[src/rtl/audio_out_sequencer.sv]
// Audio output sequencer: pops the left and right audio FIFOs together once per
// frame slot and streams the pair out as L then R on one valid/ready port.
// Ports: clock/reset (async active-low); enable gates frame-slot ticks;
//   left_*/right_* FWFT FIFO read side; out_valid/out_ready/out_data/out_chan
//   sample stream (chan 0 = left, 1 = right); busy = FSM not idle;
//   underrun_count = saturating count of frame slots that produced no frame.
module audio_out_sequencer #(
  parameter int DATA_SIZE    = 32,
  parameter int FRAME_PERIOD = 16,
  parameter int CNT_WIDTH    = 16
) (
  input  logic                 clock,
  input  logic                 reset,
  input  logic                 enable,
  input  logic                 left_empty,
  input  logic [DATA_SIZE-1:0] left_dout,
  output logic                 left_rd_en,
  input  logic                 right_empty,
  input  logic [DATA_SIZE-1:0] right_dout,
  output logic                 right_rd_en,
  output logic                 out_valid,
  input  logic                 out_ready,
  output logic [DATA_SIZE-1:0] out_data,
  output logic                 out_chan,
  output logic                 busy,
  output logic [CNT_WIDTH-1:0] underrun_count
);

  localparam int TW = (FRAME_PERIOD > 1) ? $clog2(FRAME_PERIOD) : 1;
  localparam logic [TW-1:0] TICK_LAST = TW'(FRAME_PERIOD - 1);

  typedef enum logic [1:0] {
    IDLE   = 2'd0,
    FETCH  = 2'd1,
    SEND_L = 2'd2,
    SEND_R = 2'd3
  } state_t;

  state_t               state, next_state;
  logic [TW-1:0]        tick_cnt;
  logic                 tick;
  logic                 frame_due;
  logic                 consume;
  logic                 empty_miss;
  logic                 tick_drop;
  logic                 underrun_inc;
  logic [DATA_SIZE-1:0] l_hold, r_hold;

  // Frame-slot pacing: one tick every FRAME_PERIOD cycles while enabled.
  assign tick = enable && (tick_cnt == TICK_LAST);

  always_ff @(posedge clock or negedge reset) begin
    if (!reset) begin
      tick_cnt <= '0;
    end else if (!enable || tick) begin
      tick_cnt <= '0;
    end else begin
      tick_cnt <= tick_cnt + 1'b1;
    end
  end

  // A tick landing on an unconsumed frame_due is a lost slot. A tick in the
  // same cycle as a consume re-arms the flag (consume first, then set).
  assign tick_drop    = tick && frame_due && !consume;
  assign underrun_inc = tick_drop || empty_miss;

  always_ff @(posedge clock or negedge reset) begin
    if (!reset) begin
      frame_due <= 1'b0;
    end else if (!enable) begin
      frame_due <= 1'b0;
    end else if (tick) begin
      frame_due <= 1'b1;
    end else if (consume) begin
      frame_due <= 1'b0;
    end
  end

  always_ff @(posedge clock or negedge reset) begin
    if (!reset) begin
      underrun_count <= '0;
    end else if (underrun_inc && (underrun_count != {CNT_WIDTH{1'b1}})) begin
      underrun_count <= underrun_count + 1'b1;
    end
  end

  always_ff @(posedge clock or negedge reset) begin
    if (!reset) begin
      state <= IDLE;
    end else begin
      state <= next_state;
    end
  end

  always_comb begin
    next_state = state;
    consume    = 1'b0;
    empty_miss = 1'b0;
    case (state)
      IDLE: begin
        if (frame_due) begin
          consume = 1'b1;
          // Never pop one channel alone; a slot with either side empty is lost.
          if (!left_empty && !right_empty) begin
            next_state = FETCH;
          end else begin
            empty_miss = 1'b1;
          end
        end
      end
      FETCH:  next_state = SEND_L;
      SEND_L: if (out_ready) next_state = SEND_R;
      SEND_R: if (out_ready) next_state = IDLE;
      default: next_state = IDLE;
    endcase
  end

  // FWFT heads are valid during FETCH; capture them as the pops take effect.
  always_ff @(posedge clock or negedge reset) begin
    if (!reset) begin
      l_hold <= '0;
      r_hold <= '0;
    end else if (state == FETCH) begin
      l_hold <= left_dout;
      r_hold <= right_dout;
    end
  end

  // Read enables come from the registered state only, so empty flags never
  // reach the pop strobes combinationally.
  assign left_rd_en  = (state == FETCH);
  assign right_rd_en = (state == FETCH);
  assign out_valid   = (state == SEND_L) || (state == SEND_R);
  assign out_chan    = (state == SEND_R);
  assign busy        = (state != IDLE);

  always_comb begin
    out_data = '0;
    if (state == SEND_L) begin
      out_data = l_hold;
    end else if (state == SEND_R) begin
      out_data = r_hold;
    end
  end

endmodule

[config.mk]
export PLATFORM = sky130hd
export DESIGN_NAME = audio_out_sequencer
export DESIGN_NICKNAME = d
export VERILOG_FILES = /design/src/rtl/audio_out_sequencer.sv
export SDC_FILE = /design/constraint.sdc
export NUM_CORES = 1
export LEC_CHECK = 0
export CAP_MARGIN = 10
export CORE_MARGIN = 1.5
export CORE_UTILIZATION = 40
export DETAILED_ROUTE_END_ITERATION = 8
export GPL_ROUTABILITY_DRIVEN = 0
export MAX_ROUTING_LAYER = met4
export PLACE_DENSITY_LB_ADDON = 0.25
export SYNTH_ARGS = -nofsm -noshare
export SYNTH_HDL_FRONTEND = slang
export SYNTH_SLANG_ARGS = --single-unit
export TNS_END_PERCENT = 10
[constraint.sdc]
create_clock -name clock -period 2.4 [get_ports clock]
set_clock_uncertainty 0.05 [all_clocks]
set_input_delay 0.72 -clock clock [delete_from_list [all_inputs] [get_ports clock]]
set_output_delay 0.72 -clock clock [all_outputs]
set_load 0.005 [all_outputs]
Yosys cells after proc, flatten, opt, wreduce, memory -nomap -nowiden
Index checks and enable logic that the tools add are counted.
- input port bits: 70
- register bits after elaboration: 87
- muxes and demuxes: 16
- equality and inequality tests: 10
- add/subtract/negate cells: 2
- reduce and logical (&&, ||, !) cells: 15
- operators with widths (kind ; count):
    two-way mux 32 bit ; 2
    adder 16 x 1 -> 16 bit, second input constant ; 1
    inequality test 16 bit, second input constant ; 1
    two-way mux 1 bit ; 8
    two-way mux 2 bit ; 4
    inequality test 2 bit, second input constant ; 4
    one-hot mux 2 bit (4 select lines) ; 1
    logical AND 1 bit ; 5
    adder 4 x 1 -> 4 bit, second input constant ; 1
    equality test 2 bit, second input constant ; 2
    equality test 4 bit, second input constant ; 1
    logical NOT 1 bit ; 4
    two-way mux 4 bit ; 1
    AND reduction 4 bit ; 1
    logical OR 1 bit ; 3
    inequality test 3 x 1 -> 1 bit, second input constant ; 1
    equality test 2 x 1 -> 1 bit, second input constant ; 1
    logical NOT 2 bit ; 1
    nonzero test 2 bit ; 1

Depth between registers and ports, before layout
Gate-level depths: netlist of run 1.
- depth after elaboration: 7
- depth in mapped cells: 7

Least setup slack after synthesis of run 1
No wires, ideal clock.
- path kind: register to output
- from: reg state[0]
- to: out out_data[10]
- slack: 0.133 ns
- stages on the path, launching flop included: 8
- path buffers: 3
- data arrival time: 1.497 ns
- required time: 1.630 ns
- cell sequence: dfrtp_1 -> inv_1 -> ha_1 -> clkbuf_1 -> nor2b_1 -> clkbuf_1 -> clkbuf_1 -> a22o_1
- longest elaborated chain between the ends: 3
- elaborated cells between the ends (all ways): 4
- ends and longest elaborated chain (item ; line ; RTL):
    start: declaration ; 39 ; state_t state, next_state;
    start signal: assignment ; 91 ; state <= next_state;
    equality test 2 bit ; 141 ; end else if (state == SEND_R) begin
    two-way mux 32 bit ; 141 ;
    two-way mux 32 bit * ; 139 ; if (state == SEND_L) begin
    end: declaration ; 23 ; output logic [DATA_SIZE-1:0] out_data,
Every way passes the cells marked *; elsewhere a longest branch is shown, timed or not.

Worst setup path after layout of run 1
- from: reg state[1]
- to: out out_data[20]
Same word-level chain as after synthesis.

==> flow_summary.ini, run 1 <==
[power]
p_per_area_nw_per_um2 = 1080
p_leak_nw = 2.36
ir_worst_vdd_uv = 462

[synthesis]
seq_area_frac_synth_pct = 56.8
synth_top_cell_by_area = dfrtp_1
yosysMostFrequentCell = dfrtp_1
syn_inst = 282
synth_cell_types = 35
synth-main-ff-cell = dfrtp_1
avgSynthCellArea_um2 = 13.6
async_flop_share_pct = 100
syn_nets = 358
synth.ff_latch_count = 87
yosysWarnings = 0
synthTopCellsByCount = 87 x dfrtp_1, 64 x mux2_2, 32 x a22o_1
synth_top_area_share_pct = 56.8
synth.area.top_cells = dfrtp_1 57%, mux2_2 19%, a22o_1 7.3%
syn-cell-area_um2 = 3830
synth_edf_count = 0

[clock_network]
cts.sinks = 87
hold_buffers = 0
cts-root-buf = clkbuf_8
clkTransAtPathRegs_ns = 0.09
cts_buffers = 9
max-clock-path-buffers = 2
clk_latency_ns = 0.36
cts_tree = done
htree_levels = 3

[sta]
setup_viol = 35
setup_tns_ns = -2.30
setup_ws_ns = -0.111
slew_headroom_pct = 44.5
worstMarginPinSlew_ns = 0.832
hold_viol = 0
fmax_ghz = 0.398
final.min_clock_period_ns = 2.51
period_share_pct = 105
slew_violations = 0
rsz0062_at_grt = true

[global_route]
grt_first_pass_wirelength_um = 13800
grt_util_all_layers_pct = 18.4
overflow = 0
grt_pass1_vias = 2816
grt_max_degree = 65
antenna_found_initial = 0

[final_layout]
final_cell_count_no_fill = 552
num-fill-cells = 806
syn2layout_area_growth_pct = 43.0
drive_gt1_share_pct = 35.0
nNetsFinal = 494
antenna_cells = 0

[route]
first_pass_iters = 4
routed_wl_um = 8700
via_count = 2753
via_per_inst = 4.99
detail_route.wl_per_cell_um = 15.8
ant_nets = 0
drtIter0Drc = 60
drc = 0

[critical_path]
critical_path_required_ns = 1.63
path_delay_family = flip-flops
crit_arrival_ns = 1.74
critical_path.max_stage_delay_ns = 0.44
reg2reg_to = l_hold[5]$_DFFE_PN0P_
rrSetupSlack_ns = 0.32
reg2reg_depth = 4
cp.buffers_inverters = 3
crit-reg2reg-launch = state[1]$_DFFE_PN0P_
crit_path_start = state[1]$_DFFE_PN0P_
worstPathCellList = ha_2, nor2b_4, buf_12, buf_12, a22o_1, buf_2
cpMaxStageDelayCell = dfrtp_1
cp-start-kind = flop
cp.depth = 6
end_kind = output port
path_max_fanout = 12
path_class = flop to output port
endpoint = out_data[20]
worst_path_most_repeated_cell = buf_12

[floorplanning]
core-area_um2 = 9280
rows = 35
die_w_um = 101
initial_core_util_pct = 41.3
dieArea_um2 = 10200
fp.dieH_um = 101
num_io_pins = 123

[place]
hpwl_um = 5860
portBuffers = 122
dp_cells = 529

[run]
max_cap_viol_count = 0

[outcome]
failed_checks = negative setup slack
status = finished with violations

[hold_path]
worstHoldPathType = primary input to asynchronous set/reset pin
-- stage by stage --
step           total power [mW]  area [µm²]  setup WS, ns  hold slack [ns]  util (%)
2_1_floorplan              3.82        3830         0.133            0.374         -
3_3_place_gp               5.01        5290        -0.141            0.426      57.0
3_5_place_dp               5.10        5290        -0.186            0.441      57.0
4_1_cts                    5.97        5460       -0.0825            0.293      58.8
5_1_grt                    6.34        5480        -0.175            0.309      59.0
6_report                   5.93        5480        -0.111            0.291      59.0
-- routing by layer --
metal / vias up / global-route usage (%) / share of wire [%]
li1: 1296 / - / -
met1: 1360 / 22.5 / 44
met2: 80 / 29.4 / 49
met3: 17 / 4.85 / 4.8
met4: 0 / 6.83 / 2.0
met5: - / - / 0
-- sequential cells by signal, summed over array words and instances (netlist names) --
name,count
state,2
underrun_count,16
tick_cnt,4
l_hold,32
frame_due,1
r_hold,32
-- layout by cell type (no fill, tap or decap), types with 2 or more instances in the layout --
| cell | instances |
|---|---|
| dfrtp_1 | 87 |
| clkdlybuf4s50_1 | 86 |
| mux2_2 | 64 |
| a22o_1 | 32 |
| buf_2 | 32 |
| xnor2_1 | 11 |
| clkbuf_8 | 10 |
| buf_4 | 10 |
| nand2_1 | 9 |
| nand3_1 | 7 |
| nor2_1 | 6 |
| buf_12 | 6 |
| and3_1 | 5 |
| inv_1 | 4 |
| nand4_1 | 4 |
| xor2_1 | 4 |
| a21oi_1 | 3 |
| clkinvlp_4 | 3 |
| clkinv_4 | 2 |
| o21ai_0 | 2 |
| mux2_1 | 2 |
| nor4_1 | 2 |
| ha_1 | 2 |
| ha_4 | 2 |
| ha_2 | 2 |
| buf_16 | 2 |
| buf_6 | 2 |
-- how the worst min path moves through the flow --
stage                             startpoint                            end  slack [ns]  cells past startpoint
2_1_floorplan                          reset          frame_due$_DFFE_PN0P_        0.37                      0
3_3_place_gp           tick_cnt[0]$_DFF_PN0_          tick_cnt[0]$_DFF_PN0_        0.43                      1
3_5_place_dp   underrun_count[5]$_DFFE_PN0P_  underrun_count[5]$_DFFE_PN0P_        0.44                      1
4_1_cts                                reset          frame_due$_DFFE_PN0P_        0.29                      1
5_1_grt                                reset          frame_due$_DFFE_PN0P_        0.31                      1
6_report                               reset          frame_due$_DFFE_PN0P_        0.29                      1
-- timing repair --
action                     4_1_cts  5_1_grt
pin swaps                        5        8
gates resized for setup        146        3
buffers inserted                 4        1
gates cloned                     2        0
setup endpoints to repair       34       35
-- cell families (layout without fill, tap and decap cells) --
| logic type | after synthesis | in the layout | synth area share (%) |
|---|---|---|---|
| fa+ha+maj | 6 | 6 | 1.96 |
| compound gates | 41 | 41 | 9.37 |
| mux | 66 | 66 | 19.4 |
| simple gates | 45 | 45 | 6.66 |
| xor+xnor | 15 | 15 | 3.43 |
| flops | 87 | 87 | 56.8 |
| buf+inv | 22 | 163 | 2.38 |
-- power breakdown --
part / internal (mW) / total (mW) / switching (mW) / leakage [nW]
Sequential: 2.06 / 2.37 / 0.310 / 1.06
Combinational: 1.62 / 2.63 / 1.01 / 1.22
Clock: 0.407 / 0.936 / 0.528 / 0.0849
Total: 4.08 / 5.93 / 1.85 / 2.36
-- area by class of cell --
class / count / area, µm² / share of cell area (%)
Clock buffer: 10 / 138 / 2.51
Clock inverter: 6 / 45.0 / 0.822
Inverter: 6 / 27.5 / 0.502
Multi-Input combinational cell: 173 / 1600 / 29.3
Sequential cell: 87 / 2180 / 39.7
Tap cell: 129 / 161 / 2.95
Timing Repair Buffer: 141 / 1330 / 24.2
(Power assumes the default switching activity.)
==> inputs of run 2 (changes only) <==
Settings changed: CTS_CLUSTER_DIAMETER from default to 30.
Clock period 2.4 ns to 2.2 ns, I/O delays scaled along.
==> run 2 against run 1 <==
The flow still finishes with violations (negative setup slack). Setup slack got worse by 0.11 ns. Via count fell by 1.4%. Cell area barely moved. First-iteration DRC count rose by 72%. Combinational power rose by 8.4%. Critical endpoint is now out_data[22]. Highest routed layer unchanged.
==> flow_summary.ini, run 2 (synthesis results as in run 1) <==
[outcome]
status = finished with violations
failed_checks = negative setup slack

[clock_network]
cts_buffers = 9
htree_levels = 3
cts_tree = done
clk_latency_ns = 0.34
max-clock-path-buffers = 2
cts-root-buf = clkbuf_8
cts.sinks = 87
hold_buffers = 0
clkTransAtPathRegs_ns = 0.08

[sta]
rsz0062_at_grt = true
setup_viol = 35
hold_ws_ns = 0.261
period_share_pct = 110
setup_ws_ns = -0.216
hold_viol = 0
setup_tns_ns = -5.69
slew_headroom_pct = 66.9
fmax_ghz = 0.414
worstMarginPinSlew_ns = 0.496
slew_violations = 0
final.min_clock_period_ns = 2.42

[critical_path]
path_delay_family = buffers and inverters
cp-start-kind = flop
crit_arrival_ns = 1.71
worst_path_most_repeated_cell = buf_6
path_max_fanout = 8
cpMaxStageDelayCell = dfrtp_1
cp.buffers_inverters = 4
worstPathCellList = buf_6, ha_4, nor2b_4, buf_6, buf_8, a22o_1, buf_2
end_kind = output port
crit-reg2reg-launch = state[0]$_DFFE_PN0P_
crit_path_start = state[1]$_DFFE_PN0P_
critical_path.max_stage_delay_ns = 0.41
critical_path_required_ns = 1.49
path_class = flop to output port

[global_route]
overflow = 0
use_met3_pct = 3.40
grt_util_all_layers_pct = 18.3
grt_use_met2_pct = 29.1
antenna_found_initial = 0
grt_first_pass_wirelength_um = 13900
met1_usage_pct = 23.3
grt_max_degree = 88
top_usage_layer = met2
grt_pass1_vias = 2846

[place]
hpwl_um = 5680
portBuffers = 122
place_ws_ns = -0.343
dp_cells = 529
postPlaceCellArea_um2 = 5320

[floorplanning]
fp.dieH_um = 101
num_io_pins = 123
initial_core_util_pct = 41.3
dieArea_um2 = 10200
core-area_um2 = 9280
rows = 35
die_w_um = 101

[route]
via_count = 2714
first_pass_iters = 5
via_per_inst = 4.92
ant_nets = 0
drc = 0
routed_wl_um = 8650
detail_route.wl_per_cell_um = 15.7
drtIter0Drc = 103

[final_layout]
syn2layout_area_growth_pct = 42.9
final_common_cell = dfrtp_1
antenna_cells = 0
final_area_um2 = 5480
nNetsFinal = 494
top_regs = l_hold x32, r_hold x32, underrun_count x16
final_cell_count_no_fill = 552
most-common-layout-cells = 87 x dfrtp_1, 86 x clkdlybuf4s50_1, 64 x mux2_2
num-fill-cells = 796
drive_gt1_share_pct = 35.2
postLayoutCoreUtil_pct = 59.0

[power]
total_power_mw = 6.44
p_per_area_nw_per_um2 = 1180
ir_worst_vdd_uv = 528
p_leak_nw = 2.36

[run]
max_cap_viol_count = 0

[hold_path]
worstHoldPathType = primary input to asynchronous set/reset pin
[run 2: cell count changes in the layout (fill, tap and decap cells not counted)]
cell and delta:
nor4_2 +1, clkinv_4 +2, inv_6 -1, buf_6 +1
nor4_1 -1, clkinvlp_4 -1, buf_4 -3, buf_16 -2
buf_12 +1, buf_8 +2, clkbuf_2 +1
[run 2: metal layers]
layer  share of wire (%)  vias to the layer above
li1                    -                     1293
met3                 4.4                        5
met1                  44                     1345
met2                  51                       71
met5                   0                        -
met4                0.79                        0
[run 2: worst paths after layout]
check | end | slack (ns) | cells past startpoint
setup / recovery | out_data[22] | -0.22 | 7
hold / removal | tick_cnt[1]$_DFF_PN0_ | 0.26 | 2
setup reg to reg | underrun_count[12]$_DFFE_PN0P_ | 0.10 | 7
hold reg to reg | tick_cnt[0]$_DFF_PN0_ | 0.45 | 1
max in group asynchronous | underrun_count[1]$_DFFE_PN0P_ | 1.42 | 2
min in group clock | tick_cnt[0]$_DFF_PN0_ | 0.45 | 1
[run 2: timing repair]
item	in CTS	in global routing
resized for setup	146	8
buffers inserted	8	0
gates cloned	3	0
pin swaps	19	20
endpoints found under the setup margin	37	38
[run 2: final cells by class]
cell class	instances	area, µm²	area share (%)
sequential	87	2180	39.8
multi-input combinational	173	1610	29.4
timing repair buffer	141	1320	24.0
tap	129	161	2.95
clock buffer	10	138	2.51
clock inverter	6	46.3	0.845
inverter	6	27.5	0.503
[run 2: power breakdown]
part | internal, mW | switching [mW]
Clock | 0.445 | 0.574
Sequential | 2.24 | 0.329
Combinational | 1.75 | 1.10
Total | 4.44 | 2.00
